--- src/rtl/coax_pkg.sv ---
// Shared constants and types for the SPI device front end.
// Byte width, bit-counter width and the idle fill byte sent when control loads nothing.
package coax_pkg;

   localparam int SPI_BYTE_BITS = 8;
   localparam int SPI_CNT_W     = $clog2(SPI_BYTE_BITS);

   typedef logic [SPI_BYTE_BITS-1:0] spi_byte_t;
   typedef logic [SPI_CNT_W-1:0]     spi_cnt_t;

   localparam spi_byte_t SPI_TX_IDLE  = 8'h00;
   localparam spi_cnt_t  SPI_CNT_LAST = spi_cnt_t'(SPI_BYTE_BITS - 1);

endpackage

--- src/rtl/synchronizer.sv ---
// Multi-bit, multi-stage flip-flop synchronizer with a per-bit reset value.
// Each bit is synchronized independently; no cross-bit coherency is implied.
module synchronizer #(
   parameter int               DEPTH     = 2,
   parameter int               WIDTH     = 1,
   parameter logic [WIDTH-1:0] RESET_VAL = '0
) (
   input  logic             clk,
   input  logic             reset,
   input  logic [WIDTH-1:0] d,
   output logic [WIDTH-1:0] q
);

   logic [WIDTH-1:0] stage [DEPTH];

   always_ff @(posedge clk) begin
      if (reset) begin
         for (int i = 0; i < DEPTH; i++) stage[i] <= RESET_VAL;
      end else begin
         stage[0] <= d;
         for (int i = 1; i < DEPTH; i++) stage[i] <= stage[i-1];
      end
   end

   assign q = stage[DEPTH-1];

endmodule

--- src/rtl/spi_device.sv ---
// SPI mode-0 peripheral front end: oversamples the host pins in the clk domain,
// delivers received bytes to control and shifts control's reply byte out on CIPO.
module spi_device
   import coax_pkg::*;
#(
   parameter int SYNC_STAGES = 2
) (
   input  logic            clk,
   input  logic            reset,
   input  logic            spi_sck,
   input  logic            spi_cs,
   input  logic            spi_copi,
   output logic            spi_cipo,
   output logic            spi_cipo_oe,
   output logic            cs,
   output spi_byte_t       rx_data,
   output logic            rx_strobe,
   input  spi_byte_t       tx_data,
   input  logic            tx_strobe
);

   // The CS bit resets high so the device starts out deselected.
   logic [2:0] sync_q;
   logic       sck_s;
   logic       cs_s;
   logic       copi_s;

   synchronizer #(
      .DEPTH     (SYNC_STAGES),
      .WIDTH     (3),
      .RESET_VAL (3'b010)
   ) u_sync (
      .clk   (clk),
      .reset (reset),
      .d     ({spi_sck, spi_cs, spi_copi}),
      .q     (sync_q)
   );

   assign sck_s  = sync_q[2];
   assign cs_s   = sync_q[1];
   assign copi_s = sync_q[0];

   logic                       sck_q;
   spi_cnt_t                   bit_cnt,   bit_cnt_n;
   logic [SPI_BYTE_BITS-2:0]   rx_shift,  rx_shift_n;
   spi_byte_t                  rx_data_n;
   logic                       byte_done, byte_done_n;
   spi_byte_t                  tx_hold,   tx_hold_n;
   spi_byte_t                  tx_shift,  tx_shift_n;
   logic                       tx_frozen, tx_frozen_n;
   logic                       cipo_n;

   logic selected;
   logic sck_rise;
   logic sck_fall;

   assign selected = ~cs_s;
   assign sck_rise = selected &  sck_s & ~sck_q;
   assign sck_fall = selected & ~sck_s &  sck_q;

   always_comb begin
      bit_cnt_n   = bit_cnt;
      rx_shift_n  = rx_shift;
      rx_data_n   = rx_data;
      byte_done_n = 1'b0;
      tx_hold_n   = tx_hold;
      tx_shift_n  = tx_shift;
      tx_frozen_n = tx_frozen;

      if (!selected) begin
         bit_cnt_n   = '0;
         rx_shift_n  = '0;
         tx_shift_n  = '0;
         tx_hold_n   = SPI_TX_IDLE;
         tx_frozen_n = 1'b0;
      end else begin
         if (sck_rise) begin
            rx_shift_n = {rx_shift[SPI_BYTE_BITS-3:0], copi_s};
            bit_cnt_n  = bit_cnt + 1'b1;
            if (bit_cnt == SPI_CNT_LAST) begin
               rx_data_n   = {rx_shift, copi_s};
               byte_done_n = 1'b1;
            end
            if (bit_cnt == '0) begin
               tx_shift_n  = tx_hold;
               tx_hold_n   = SPI_TX_IDLE;
               tx_frozen_n = 1'b1;
            end
         end else if (sck_fall && tx_frozen) begin
            // The fall after the last bit releases the holding register for the next byte.
            if (bit_cnt != '0) tx_shift_n = {tx_shift[SPI_BYTE_BITS-2:0], 1'b0};
            else               tx_frozen_n = 1'b0;
         end
         // A load on the first rise lands in tx_hold for the following byte.
         if (tx_strobe) tx_hold_n = tx_data;
      end

      // Between bytes tx_hold is transparent so a late load still reaches the pin.
      cipo_n = 1'b0;
      if (selected) begin
         if (bit_cnt == '0 && !tx_frozen) cipo_n = tx_hold[SPI_BYTE_BITS-1];
         else                             cipo_n = tx_shift[SPI_BYTE_BITS-1];
      end
   end

   always_ff @(posedge clk) begin
      if (reset) begin
         sck_q       <= 1'b0;
         bit_cnt     <= '0;
         rx_shift    <= '0;
         rx_data     <= '0;
         byte_done   <= 1'b0;
         rx_strobe   <= 1'b0;
         tx_hold     <= SPI_TX_IDLE;
         tx_shift    <= '0;
         tx_frozen   <= 1'b0;
         cs          <= 1'b1;
         spi_cipo_oe <= 1'b0;
         spi_cipo    <= 1'b0;
      end else begin
         sck_q       <= sck_s;
         bit_cnt     <= bit_cnt_n;
         rx_shift    <= rx_shift_n;
         rx_data     <= rx_data_n;
         byte_done   <= byte_done_n;
         rx_strobe   <= byte_done;
         tx_hold     <= tx_hold_n;
         tx_shift    <= tx_shift_n;
         tx_frozen   <= tx_frozen_n;
         cs          <= cs_s;
         spi_cipo_oe <= selected;
         spi_cipo    <= cipo_n;
      end
   end

endmodule

--- config.mk ---
export PLATFORM = sky130hd
export DESIGN_NAME = spi_device
export DESIGN_NICKNAME = d
export VERILOG_FILES = /design/src/rtl/coax_pkg.sv /design/src/rtl/synchronizer.sv /design/src/rtl/spi_device.sv
export SDC_FILE = /design/constraint.sdc
export NUM_CORES = 1
export LEC_CHECK = 0
export ABC_AREA = 1
export BUFFER_PORTS_ARGS = -buffer_cell sky130_fd_sc_hd__clkbuf_2
export CORE_AREA = 2 2 60 62
export CTS_BUF_LIST = sky130_fd_sc_hd__clkbuf_8
export DETAILED_ROUTE_END_ITERATION = 8
export DIE_AREA = 0 0 62 64
export PLACE_DENSITY_LB_ADDON = 0.05
export SKIP_CTS_REPAIR_TIMING = 1
export SYNTH_ARGS = -nofsm -noshare
export SYNTH_HDL_FRONTEND = slang
export SYNTH_HIERARCHICAL = 1
export SYNTH_SLANG_ARGS = --single-unit
--- constraint.sdc ---
create_clock -name clk -period 2 [get_ports clk]
set_clock_uncertainty 0.2 [all_clocks]
set_input_delay 0.4 -clock clk [delete_from_list [all_inputs] [get_ports clk]]
set_output_delay 0.4 -clock clk [all_outputs]
set_load 0.02 [all_outputs]
==> impl_metrics.toml <==
[setup_path]
timing.rr.end = "tx_shift[5]"
critPathArrivalTime_ns = 1.77
cp-start-kind = "register"
crit_path_max_incr_delay_ns = 0.32
r2r-start = "bit_cnt[0]"
end_kind = "register"
ff2ff_path_depth = 10
cp_cell_sequence = "inv_1, ha_1, inv_1, nor2_2, inv_1, ha_1, nand2_4, nand2_1, nand2_1, nor2_1"
path_depth = 10
critPathMaxFanout = 15
criticalPathCategory = "register to register"
cp_common_cell = "inv_1"
path_delay_family = "simple AND/OR/NAND/NOR gates"
cp_slowest_cell = "dfxtp_1"
reg2reg_slack_ns = 0.23
path_buf_inv = 3
required_ns = 2.00

[drt]
drt_iter0_markers = 108
detail-route-antenna-nets = 0
dr.pass1.iters = 4
drc_errors = 0
avgViaCountPerCell = 4.64
wl_um = 3130
routedWlPerCell_um = 9.84
via_count = 1476

[global_route]
grt_use_met3 = 0.0425
grt_max_degree = 16
grtUsageMet2 = 0.277
antenna_found_initial = 0
track_usage = 0.194
first_global_vias = 1344
gr-total-overflow = 0
grt_busiest_layer = "met2"
use_met1 = 0.271
grt_pass1_wl_um = 5700

[timing]
finalSetupTns_ns = 0
rsz0062_at_grt = "no"
period_share = 0.884
maxSlewHeadroom = 0.834
hold_violations = 0
finalCriticalPeriod_ns = 1.77
fin_ws_ns = 0.232
holdWs_ns = 0.0702
fmax_ghz = 0.566
tightest_slew_ns = 0.249
setup_viol = 0
slew_violations = 0

[hold_path]
worstHoldStart = "spi_cs"
min_delay_worst_endpoint = "u_sync/stage[0][1]"
hold-path-cell-count = 3
hold_path.class = "input pin to register"

[logic_synthesis]
synth_async_sr_flop_share = 0
synth_area_um2 = 1850
syn_nets = 264
synth_mux_area_frac = 0
synth_edf_count = 0
yosysUniqueCellTypes = 18
synth_simple_gate_area_frac = 0.254
yosys-top-cells-count = "nand2_1, dfxtp_1, nor2_1, inv_1, a21oi_1"
synth_fa_ha_area_frac = 0.0339
synth_top_family_by_area = "simple AND/OR/NAND/NOR gates"
synth.yosys.warnings = 6
ys_ff_latch = 47
syn_inst = 245
synth_area_per_cell_um2 = 7.54
yosysSeqAreaShare = 0.509
synth.area.top_cells = "dfxtp_1, nand2_1, nor2_1, inv_1, a21oi_1"
yosysTopAreaCell = "dfxtp_1"
synth_compound_area_frac = 0.0975
synth_ff_type = "dfxtp_1"
synth_top_area_frac = 0.509
yosysMostFrequentCell = "nand2_1"
synthXorXnorAreaFrac = 0

[finish]
final_nets = 290
register_area_um2 = 941
multiInputGateArea_um2 = 714
antennaDiodeCount = 0
syn2layout_area_growth_pct = 12.8
drive_gt1_frac = 0.173
n_fill_cell = 310

[floorplanning]
num_rows = 21
die_x_um = 62
die_h_um = 64
initial_utilization = 0.563
io_pins = 26
coreArea_um2 = 3280
dieArea_um2 = 3970

[power]
ir_worst_vdd_v = 0.000597
pwr_density_cell_nw_per_um2 = 746
p_leak_uw = 0.00101

[placement]
place_congestion = 0.795
numPortBuffers = 25
pre_cts_slack_ns = 0.203
dp_hpwl_um = 2180

[clock_tree]
clk_path_buf_depth = 2
numCtsBuffers = 5
cts.clk_slew.worst_paths_ns = 0.09
tritoncts = "built"
clk_latency_ns = 0.30
cts-htree-levels = 2
cts_root_buf = "clkbuf_8"
clkSinkCount = 47

[run]
drv_cap = 0

[run_status]
status = "finished clean"
-- cell type report --
class                           count  area share
Clock buffer                        5      0.0330
Clock inverter                      3     0.00960
Inverter                           34      0.0612
Multi-Input combinational cell    154       0.343
Sequential cell                    47       0.451
Tap cell                           46      0.0276
Timing Repair Buffer               29      0.0744
-- layer usage --
metal / vias to the layer above / routed length [µm]
li1: 800 / -
met1: 640 / 1660
met2: 28 / 1270
met3: 8 / 136
met4: 0 / 67
met5: - / 0
-- state kept, by name, summed over array words and instances, names as in the netlist, 3 cells and up --
register	cells
rx_data	8
tx_hold	8
tx_shift	8
rx_shift	7
u_sync/stage	6
bit_cnt	3
-- how the worst max path moves through the flow --
| stage | endpoint | start |
|---|---|---|
| 2_1_floorplan | tx_shift[6] | u_sync/stage[0][5] |
| 3_3_place_gp | tx_shift[2] | bit_cnt[0] |
| 3_5_place_dp | tx_shift[5] | bit_cnt[0] |
| 4_1_cts | tx_shift[2] | bit_cnt[0] |
| 5_1_grt | tx_shift[3] | bit_cnt[0] |
| 6_report | tx_shift[5] | bit_cnt[0] |
-- tightest hold or removal path: cells and delay by family --
kind / cells / cell delay, ns
buffers and inverters: 2 / 0.10
AND/OR/NAND/NOR: 1 / 0.04
-- metrics by stage --
step | cells | total power (µW) | instance area [µm²] | util
2_1_floorplan | 245 | 1000 | 1850 | -
3_5_place_dp | 310 | 1020 | 1990 | 0.607
6_report | 318 | 1560 | 2080 | 0.635
5_1_grt | 318 | 1610 | 2080 | 0.635
4_1_cts | 318 | 1570 | 2080 | 0.634
3_3_place_gp | 310 | 1020 | 1990 | 0.607
-- placed cells by master, fill, tap and decap left out --
cell	count
nor2_4	1
inv_6	1
a21oi_1	21
o21ai_0	15
nand2_2	2
inv_1	31
nand2_1	63
nand2_4	1
nor2_1	30
dfxtp_1	47
clkinvlp_4	1
inv_2	4
clkbuf_2	25
nand3_2	1
nor2_2	2
nand3_1	13
buf_4	4
clkbuf_8	5
ha_1	5
-- where the power goes --
group	leakage [µW]	internal, µW	switching [µW]
logic	0.000582	19.0	31.8
registers	0.000380	944	4.77
clock network	0.0000460	246	310
total	0.00101	1210	346
-- logic make-up (layout without fill, tap and decap cells) --
group / Yosys count / after routing
AOI/OAI and AO/OA: 36 / 36
adders and majority gates: 5 / 5
DFF: 47 / 47
and+or+nand+nor: 113 / 113
buffers and inverters: 44 / 71
Note: power is estimated with default switching activity, not from simulation.
